[src/rtl/hazard_irq_sequencer.sv]
// Pipeline hazard unit (load-use stall, branch/jump flush) with an interrupt sequencer
// that injects an IRQ only at a safe instruction boundary. Define IRQ_SYNC_EN for a 2-flop ext_irq synchronizer.
module hazard_irq_sequencer #(
   parameter int HOLDOFF_CYCLES = 2
) (
   input  logic       clk,
   input  logic       reset,
   input  logic       ext_irq,
   input  logic [4:0] id_rs,
   input  logic [4:0] id_rt,
   input  logic       id_uses_rt,
   input  logic       id_jump,
   input  logic       id_pc_super,
   input  logic       id_eret,
   input  logic       ex_mem_read,
   input  logic [4:0] ex_rt,
   input  logic       ex_branch_taken,
   output logic       irq_to_ctrl,
   output logic       pc_write,
   output logic       if_id_write,
   output logic       if_id_flush,
   output logic       id_ex_flush,
   output logic [1:0] irq_state
);

   typedef enum logic [1:0] {
      S_IDLE    = 2'b00,
      S_PEND    = 2'b01,
      S_SERVICE = 2'b10,
      S_HOLDOFF = 2'b11
   } state_t;

   localparam logic [3:0] HOLD_INIT = 4'(HOLDOFF_CYCLES);

   state_t     state_q, state_d;
   logic [3:0] cnt_q, cnt_d;
   logic       irq_s;
   logic       load_use;
   logic       safe;

`ifdef IRQ_SYNC_EN
   logic sync1_q, sync2_q;

   always_ff @(posedge clk) begin
      if (reset) begin
         sync1_q <= 1'b0;
         sync2_q <= 1'b0;
      end else begin
         sync1_q <= ext_irq;
         sync2_q <= sync1_q;
      end
   end

   assign irq_s = sync2_q;
`else
   assign irq_s = ext_irq;
`endif

   assign load_use = ex_mem_read && (ex_rt != 5'd0) &&
                     ((ex_rt == id_rs) || (id_uses_rt && (ex_rt == id_rt)));

   // Kernel-mode instructions are never interrupted, so PC[31] also blocks injection.
   assign safe = !ex_branch_taken && !load_use && !id_jump && !id_pc_super;

   always_ff @(posedge clk) begin
      if (reset) begin
         state_q <= S_IDLE;
         cnt_q   <= 4'd0;
      end else begin
         state_q <= state_d;
         cnt_q   <= cnt_d;
      end
   end

   always_comb begin
      state_d     = state_q;
      cnt_d       = cnt_q;
      irq_to_ctrl = 1'b0;
      pc_write    = 1'b1;
      if_id_write = 1'b1;
      if_id_flush = 1'b0;
      id_ex_flush = 1'b0;

      if (ex_branch_taken) begin
         if_id_flush = 1'b1;
         id_ex_flush = 1'b1;
      end else if (load_use) begin
         pc_write    = 1'b0;
         if_id_write = 1'b0;
         id_ex_flush = 1'b1;
      end else if (id_jump) begin
         if_id_flush = 1'b1;
      end

      case (state_q)
         S_IDLE: begin
            if (irq_s && !id_pc_super) state_d = S_PEND;
         end
         S_PEND: begin
            if (safe) begin
               irq_to_ctrl = 1'b1;
               if_id_flush = 1'b1;
               state_d     = S_SERVICE;
            end
         end
         S_SERVICE: begin
            if (id_eret && !load_use && !ex_branch_taken) begin
               if (HOLDOFF_CYCLES == 0) begin
                  state_d = S_IDLE;
               end else begin
                  state_d = S_HOLDOFF;
                  cnt_d   = HOLD_INIT;
               end
            end
         end
         S_HOLDOFF: begin
            // Leaving at a count of 1 gives exactly HOLDOFF_CYCLES cycles in this state.
            if (cnt_q <= 4'd1) begin
               state_d = S_IDLE;
               cnt_d   = 4'd0;
            end else begin
               cnt_d = cnt_q - 4'd1;
            end
         end
         default: state_d = S_IDLE;
      endcase

      if (reset) begin
         irq_to_ctrl = 1'b0;
         pc_write    = 1'b1;
         if_id_write = 1'b1;
         if_id_flush = 1'b1;
         id_ex_flush = 1'b1;
      end
   end

   assign irq_state = reset ? 2'b00 : state_q;

endmodule

[config.mk]
export PLATFORM = sky130hd
export DESIGN_NAME = hazard_irq_sequencer
export DESIGN_NICKNAME = d
export VERILOG_FILES = /design/src/rtl/hazard_irq_sequencer.sv
export SDC_FILE = /design/constraint.sdc
export NUM_CORES = 1
export LEC_CHECK = 0
export ABC_AREA = 1
export CAP_MARGIN = 20
export CORE_ASPECT_RATIO = 1.25
export CORE_MARGIN = 2
export CORE_UTILIZATION = 47
export CTS_BUF_LIST = sky130_fd_sc_hd__clkbuf_8
export DETAILED_ROUTE_END_ITERATION = 10
export DONT_BUFFER_PORTS = 1
export PLACE_DENSITY = 0.69
export SYNTH_ARGS = -nofsm -noshare
export SYNTH_HDL_FRONTEND = slang
export SYNTH_SLANG_ARGS = --single-unit
[constraint.sdc]
create_clock -name clk -period 1.5 [get_ports clk]
set_input_delay 0.375 -clock clk [delete_from_list [all_inputs] [get_ports clk]]
set_output_delay 0.375 -clock clk [all_outputs]
set_load 0.05 [all_outputs]
==> impl_metrics.env, run 1 <==
export IMPL_maxCapViolCount=0
export IMPL_clock_path_buffers=2
export IMPL_grt_pass1_wl_um=2700
export IMPL_tns_ns=-0.283
export IMPL_skew_ns=0.00328
export IMPL_drt_iter0_drc=10
export IMPL_ant_nets=0
export IMPL_synth_cell_types=22
export IMPL_grt_use_total=0.190
export IMPL_slew_limit_headroom=0.838
export IMPL_worst_slack_ns=-0.111
export IMPL_pwr_share_seq=0.202
export IMPL_internal_power_uw=636
export IMPL_ys_top_cells_by_area="nand2_1 (18%), dfxtp_1 (16%), inv_1 (12%)"
export IMPL_min_period_ns=1.61
export IMPL_yosys_warnings=0
export IMPL_cts_max_level=1
export IMPL_synth_edff_count=0
export IMPL_yosys_most_used_dff="dfxtp_1"
export IMPL_fin_nets=177
export IMPL_critical_path_arrival_ns=1.24
export IMPL_dr_wl_met3_um=103
export IMPL_critPathSlowestCell="dfxtp_2"
export IMPL_post_route_util=0.706
export IMPL_io_pins=31
export IMPL_r2r_slack_ns=0.12
export IMPL_clock_sinks=6
export IMPL_outcome="finished, violations left"
export IMPL_syn_nets=162
export IMPL_avgSynthCellArea_um2=5.90
export IMPL_worstPathBufferInverterCount=2
export IMPL_ys_ff_latch=6
export IMPL_drive_above_1_share=0.458
export IMPL_leakagePower_nw=0.530
export IMPL_clk_latency_ns=0.23
export IMPL_synth_common_cells="nand2_1 (37), inv_1 (24), nor2_1 (15), nand3_1 (8), ha_1 (7)"
export IMPL_wl_met2_um=1010
export IMPL_post_drt_wl_per_cell_um=11.1
export IMPL_timing_fmax_mhz=621
export IMPL_die_area_um2=1990
export IMPL_violations="negative setup slack"
export IMPL_path_cells="inv_2, ha_2, nand4_1, nor2_2, buf_12"
export IMPL_highest_layer="met4"
export IMPL_crit_path_max_fanout=3
export IMPL_syn_to_final_growth_pct=42.6
export IMPL_core_area_um2=1560
export IMPL_clkPwrFrac=0.221
export IMPL_gp_congestion=0.831
export IMPL_rsz0062_at_grt="yes"
export IMPL_rows=16
export IMPL_p_per_area_nw_per_um2=1020
export IMPL_synth_top_area_share=0.180
export IMPL_synth_top_area_cell="nand2_1"
export IMPL_grt_overflow=0
export IMPL_die_y_um=49.4
export IMPL_yosysMostFrequentCell="nand2_1"
export IMPL_diodes=0
export IMPL_peakVddDrop_mv=1.04
export IMPL_routed_via_density=5.13
export IMPL_grt_pass1_vias=762
export IMPL_cts_clk_slew_worst_paths_ns=0.04
export IMPL_worstSetupStartpointType="flip-flop"
export IMPL_worstHoldPathType="in -> reg"
export IMPL_sw_frac_of_total=0.437
export IMPL_syn_area_um2=773
export IMPL_portBuffers=0
export IMPL_route_detailed_drc=0
export IMPL_tightest_slew_ns=0.242
export IMPL_max_stage_delay_ns=0.33
export IMPL_dpl_hpwl_um=1360
export IMPL_setup_violations=5
export IMPL_die_w_um=40.3
export IMPL_fin_crit_sh=1.07
export IMPL_required_ns=1.12
export IMPL_vias=831
export IMPL_wirelength_um=1800
export IMPL_cts_tree="yes"
export IMPL_path_class="reg -> out"
export IMPL_async_flop_share=0
export IMPL_slew_violations=0
export IMPL_seq_area_frac_synth=0.155
export IMPL_grt_start_max_net_pins=9
export IMPL_start_util=0.495
export IMPL_drt_first_pass_iters=4
export IMPL_synth_cells=131
export IMPL_root_buffer="clkbuf_8"
export IMPL_antenna_found_initial=0
export IMPL_critPathTopFamily="flip-flops"
export IMPL_cts_buffers_inserted=3
export IMPL_p_sw_uw=493
export IMPL_wl_met1_um=651
export IMPL_comb_power_share=0.577
export IMPL_end_kind="primary output"
export IMPL_hold_viol_final=0
## worst register-to-register path: stages, from the launching register on
cell     delay, ns
dfxtp_1       0.34
inv_1         0.07
ha_1          0.22
o21ai_2       0.18
inv_2         0.09
nor4_1        0.17
nand3_1       0.12
a21oi_2       0.13
## layer usage
| layer | vias up | track usage |
|---|---|---|
| met1 | 367 | 0.189 |
| met5 | - | 0 |
| li1 | 436 | - |
| met2 | 24 | 0.349 |
| met4 | 0 | 0.0611 |
| met3 | 4 | 0.0502 |
## worst paths after layout
path,start,endpoint,cells after the start
max reg2reg,cnt_q[1]$_SDFFE_PP0P_,cnt_q[2]$_SDFFE_PP0P_,7
max,state_q[1]$_SDFFE_PP0P_,irq_to_ctrl,5
min,reset,cnt_q[2]$_SDFFE_PP0P_,1
min reg2reg,cnt_q[1]$_SDFFE_PP0P_,cnt_q[1]$_SDFFE_PP0P_,2
## final cells by class
type | count | area [um^2]
flip-flops and latches | 6 | 123
inverters | 28 | 175
repair buffers | 12 | 126
fillers | 140 | 459
clock buffers | 3 | 41.3
well taps | 18 | 22.5
multi-input cells | 95 | 614
## power groups by stage
stage               logic (mW)  registers [mW]  clock network, mW
floorplan                0.451           0.215                  0
global placement         0.544           0.219                  0
detailed placement       0.563           0.220                  0
CTS                      0.579           0.229              0.256
global route             0.725           0.233              0.263
finish                   0.652           0.228              0.249
## cells by family (layout without fill, tap and decap cells)
kind of cell,Yosys count,in the layout,synth area share
simple gates,78,78,0.484
buf+inv,30,43,0.150
compound gates,8,8,0.0744
flops,6,6,0.155
fa+ha+maj,7,7,0.113
xor+xnor,2,2,0.0227
## repair_timing
action	CTS	global route
gates resized for setup	22	36
setup endpoints to repair	4	10
pin swaps	7	21
hold buffers	0	0
buffers inserted	2	1
endpoints found under the hold margin	0	0
gates cloned	0	0
## state kept, by name (all words and copies together) (netlist names)
register / count
state_q: 2
cnt_q: 4
## layout by cell type (no fill, tap or decap), drive strengths merged, types with 3 or more instances in the layout
| master | instances |
|---|---|
| nand2 | 42 |
| inv | 28 |
| nor2 | 15 |
| buf | 12 |
| nand3 | 10 |
| ha | 7 |
| nand4 | 6 |
| dfxtp | 6 |
| a21oi | 4 |
| clkbuf | 3 |
| o21ai | 3 |
| nor3 | 3 |
## per-stage QoR
stage               cells  worst slack [ns]  area [um^2]  total power, mW  hold WS [ns]
floorplan             131            -0.502          800            0.666         0.461
global route          162            -0.235         1100             1.22         0.200
global placement      157            -0.128          907            0.763         0.441
finish                162            -0.111         1100             1.13         0.205
detailed placement    157            -0.155          907            0.783         0.442
CTS                   162            -0.122         1010             1.06         0.202
(Power assumes the default switching activity.)
==> inputs of run 2 (changes only) <==
--- a/config.mk
+++ b/config.mk
@@ -7,7 +7,7 @@
 export LEC_CHECK = 0
 export ABC_AREA = 1
 export CAP_MARGIN = 20
-export CORE_ASPECT_RATIO = 1.25
+export CORE_ASPECT_RATIO = 1.1
 export CORE_MARGIN = 2
 export CORE_UTILIZATION = 47
 export CTS_BUF_LIST = sky130_fd_sc_hd__clkbuf_8
==> impl_metrics.env, run 2 (synthesized netlist as in run 1, its figures left out) <==
export IMPL_outcome="finished, violations left"
export IMPL_violations="negative setup slack"
export IMPL_critPathSlowestCell="buf_6"
export IMPL_largest_reg_flops=4
export IMPL_antenna_found_initial=0
export IMPL_dr_wl_met3_um=121
export IMPL_dp_cells=156
export IMPL_clkPwrFrac=0.189
export IMPL_critPathTopFamily="simple AND/OR/NAND/NOR gates"
export IMPL_sw_frac_of_total=0.425
export IMPL_leakagePower_nw=0.558
export IMPL_fill_cells=110
export IMPL_timing_fmax_mhz=605
export IMPL_grt_pass1_vias=725
export IMPL_drt_iter0_drc=16
export IMPL_cts_tree="yes"
export IMPL_peakVddDrop_mv=0.897
export IMPL_comb_power_share=0.630
export IMPL_worst_slack_ns=-0.154
export IMPL_drt_first_pass_iters=4
export IMPL_crit_path_max_fanout=4
export IMPL_route_detailed_drc=0
export IMPL_hold_viol_final=0
export IMPL_clock_sinks=6
export IMPL_io_pins=31
export IMPL_internal_power_uw=702
export IMPL_die_w_um=42.7
export IMPL_syn_to_final_growth_pct=51.3
export IMPL_cts_max_level=1
export IMPL_portBuffers=0
export IMPL_vias=815
export IMPL_routed_via_density=4.94
export IMPL_regArea_um2=121
export IMPL_post_drt_wl_per_cell_um=12.2
export IMPL_pwr_share_seq=0.181
export IMPL_grt_pass1_wl_um=2610
export IMPL_cts_clk_slew_worst_paths_ns=0.04
export IMPL_wl_met2_um=1160
export IMPL_core_area_um2=1560
export IMPL_path_cells="inv_8, nand2_2, nand2_1, nor2_1, nand3_1, nand2_2, nand2_4, nand4_1, nand4_1, buf_6"
export IMPL_slew_limit_headroom=0.822
export IMPL_wirelength_um=2020
export IMPL_max_stage_delay_ns=0.17
export IMPL_layout_common_cells="nand2_1 (23), inv_1 (15), nand2_2 (14)"
export IMPL_drive_above_1_share=0.486
export IMPL_critical_path_arrival_ns=1.28
export IMPL_die_area_um2=1990
export IMPL_diodes=0
export IMPL_cts_buffers_inserted=3
export IMPL_skew_ns=0.00365
export IMPL_end_kind="primary output"
export IMPL_clk_latency_ns=0.22
export IMPL_required_ns=1.12
export IMPL_grt_use_total=0.175
export IMPL_path_class="in -> out"
export IMPL_holdWs_ns=0.218
export IMPL_multi_input_area_um2=651
export IMPL_gp_congestion=0.777
export IMPL_grt_start_max_net_pins=9
export IMPL_root_buffer="clkbuf_8"
export IMPL_min_period_ns=1.65
export IMPL_die_y_um=46.5
export IMPL_worstHoldPathType="in -> reg"
export IMPL_worstSetupStartpointType="primary input"
export IMPL_rows=15
export IMPL_wl_met1_um=733
export IMPL_setup_violations=6
export IMPL_largest_registers="cnt_q x4, state_q x2"
export IMPL_highest_layer="met4"
export IMPL_slew_violations=0
export IMPL_fin_crit_sh=1.10
export IMPL_tightest_slew_ns=0.267
export IMPL_finalNonFillerCells=165
export IMPL_maxCapViolCount=0
export IMPL_p_sw_uw=519
export IMPL_worstPathBufferInverterCount=2
export IMPL_dpl_hpwl_um=1340
export IMPL_final_common_cell="nand2_1"
export IMPL_rsz0062_at_grt="yes"
export IMPL_ant_nets=0
export IMPL_largest_register="cnt_q"
export IMPL_grt_overflow=0
export IMPL_start_util=0.496
export IMPL_p_per_area_nw_per_um2=1040
export IMPL_fin_nets=181
export IMPL_clock_path_buffers=2
[run 2: worst paths after layout]
kind                      startpoint  cells past startpoint                       to  slack, ns
max                         ex_rt[1]                     10              if_id_flush      -0.15
min                            reset                      1    cnt_q[1]$_SDFFE_PP0P_       0.22
max reg2reg  state_q[1]$_SDFFE_PP0P_                      9  state_q[1]$_SDFFE_PP0P_       0.04
min reg2reg    cnt_q[1]$_SDFFE_PP0P_                      2    cnt_q[1]$_SDFFE_PP0P_       0.48
[run 2: stage by stage]
stage	power, mW	setup slack, ns	util	cell area (um^2)	TNS (ns)
2_1_floorplan	0.666	-0.502	-	800	-1.56
3_3_place_gp	0.776	-0.110	0.582	906	-0.238
3_5_place_dp	0.791	-0.144	0.582	906	-0.351
4_1_cts	1.07	-0.107	0.668	1040	-0.277
5_1_grt	1.30	-0.248	0.751	1170	-1.09
6_report	1.22	-0.154	0.751	1170	-0.410
[run 2: power groups by stage]
stage	combinational (mW)	clock (mW)	sequential (mW)
finish	0.769	0.231	0.221
global route	0.839	0.242	0.223
CTS	0.614	0.235	0.222
detailed placement	0.571	0	0.220
global placement	0.557	0	0.220
floorplan	0.451	0	0.215
[run 2: cell type report]
class,instances,area share
timing repair buffer,16,0.137
inverter,28,0.150
clock buffer,3,0.0353
multi-input combinational,95,0.556
sequential,6,0.104
tap,17,0.0182
[run 2: per-layer routing]
layer / GRT usage / vias to the layer above
met5: 0 / -
met4: 0.0750 / 0
met3: 0.0431 / 2
met2: 0.345 / 25
met1: 0.172 / 351
li1: - / 437
[run 2: repair_timing]
item                                    4_1_cts  5_1_grt
endpoints found under the setup margin        5       11
buffers inserted                              5        1
hold buffers                                  0        0
gates resized for setup                      25       37
pin swaps                                     0        9
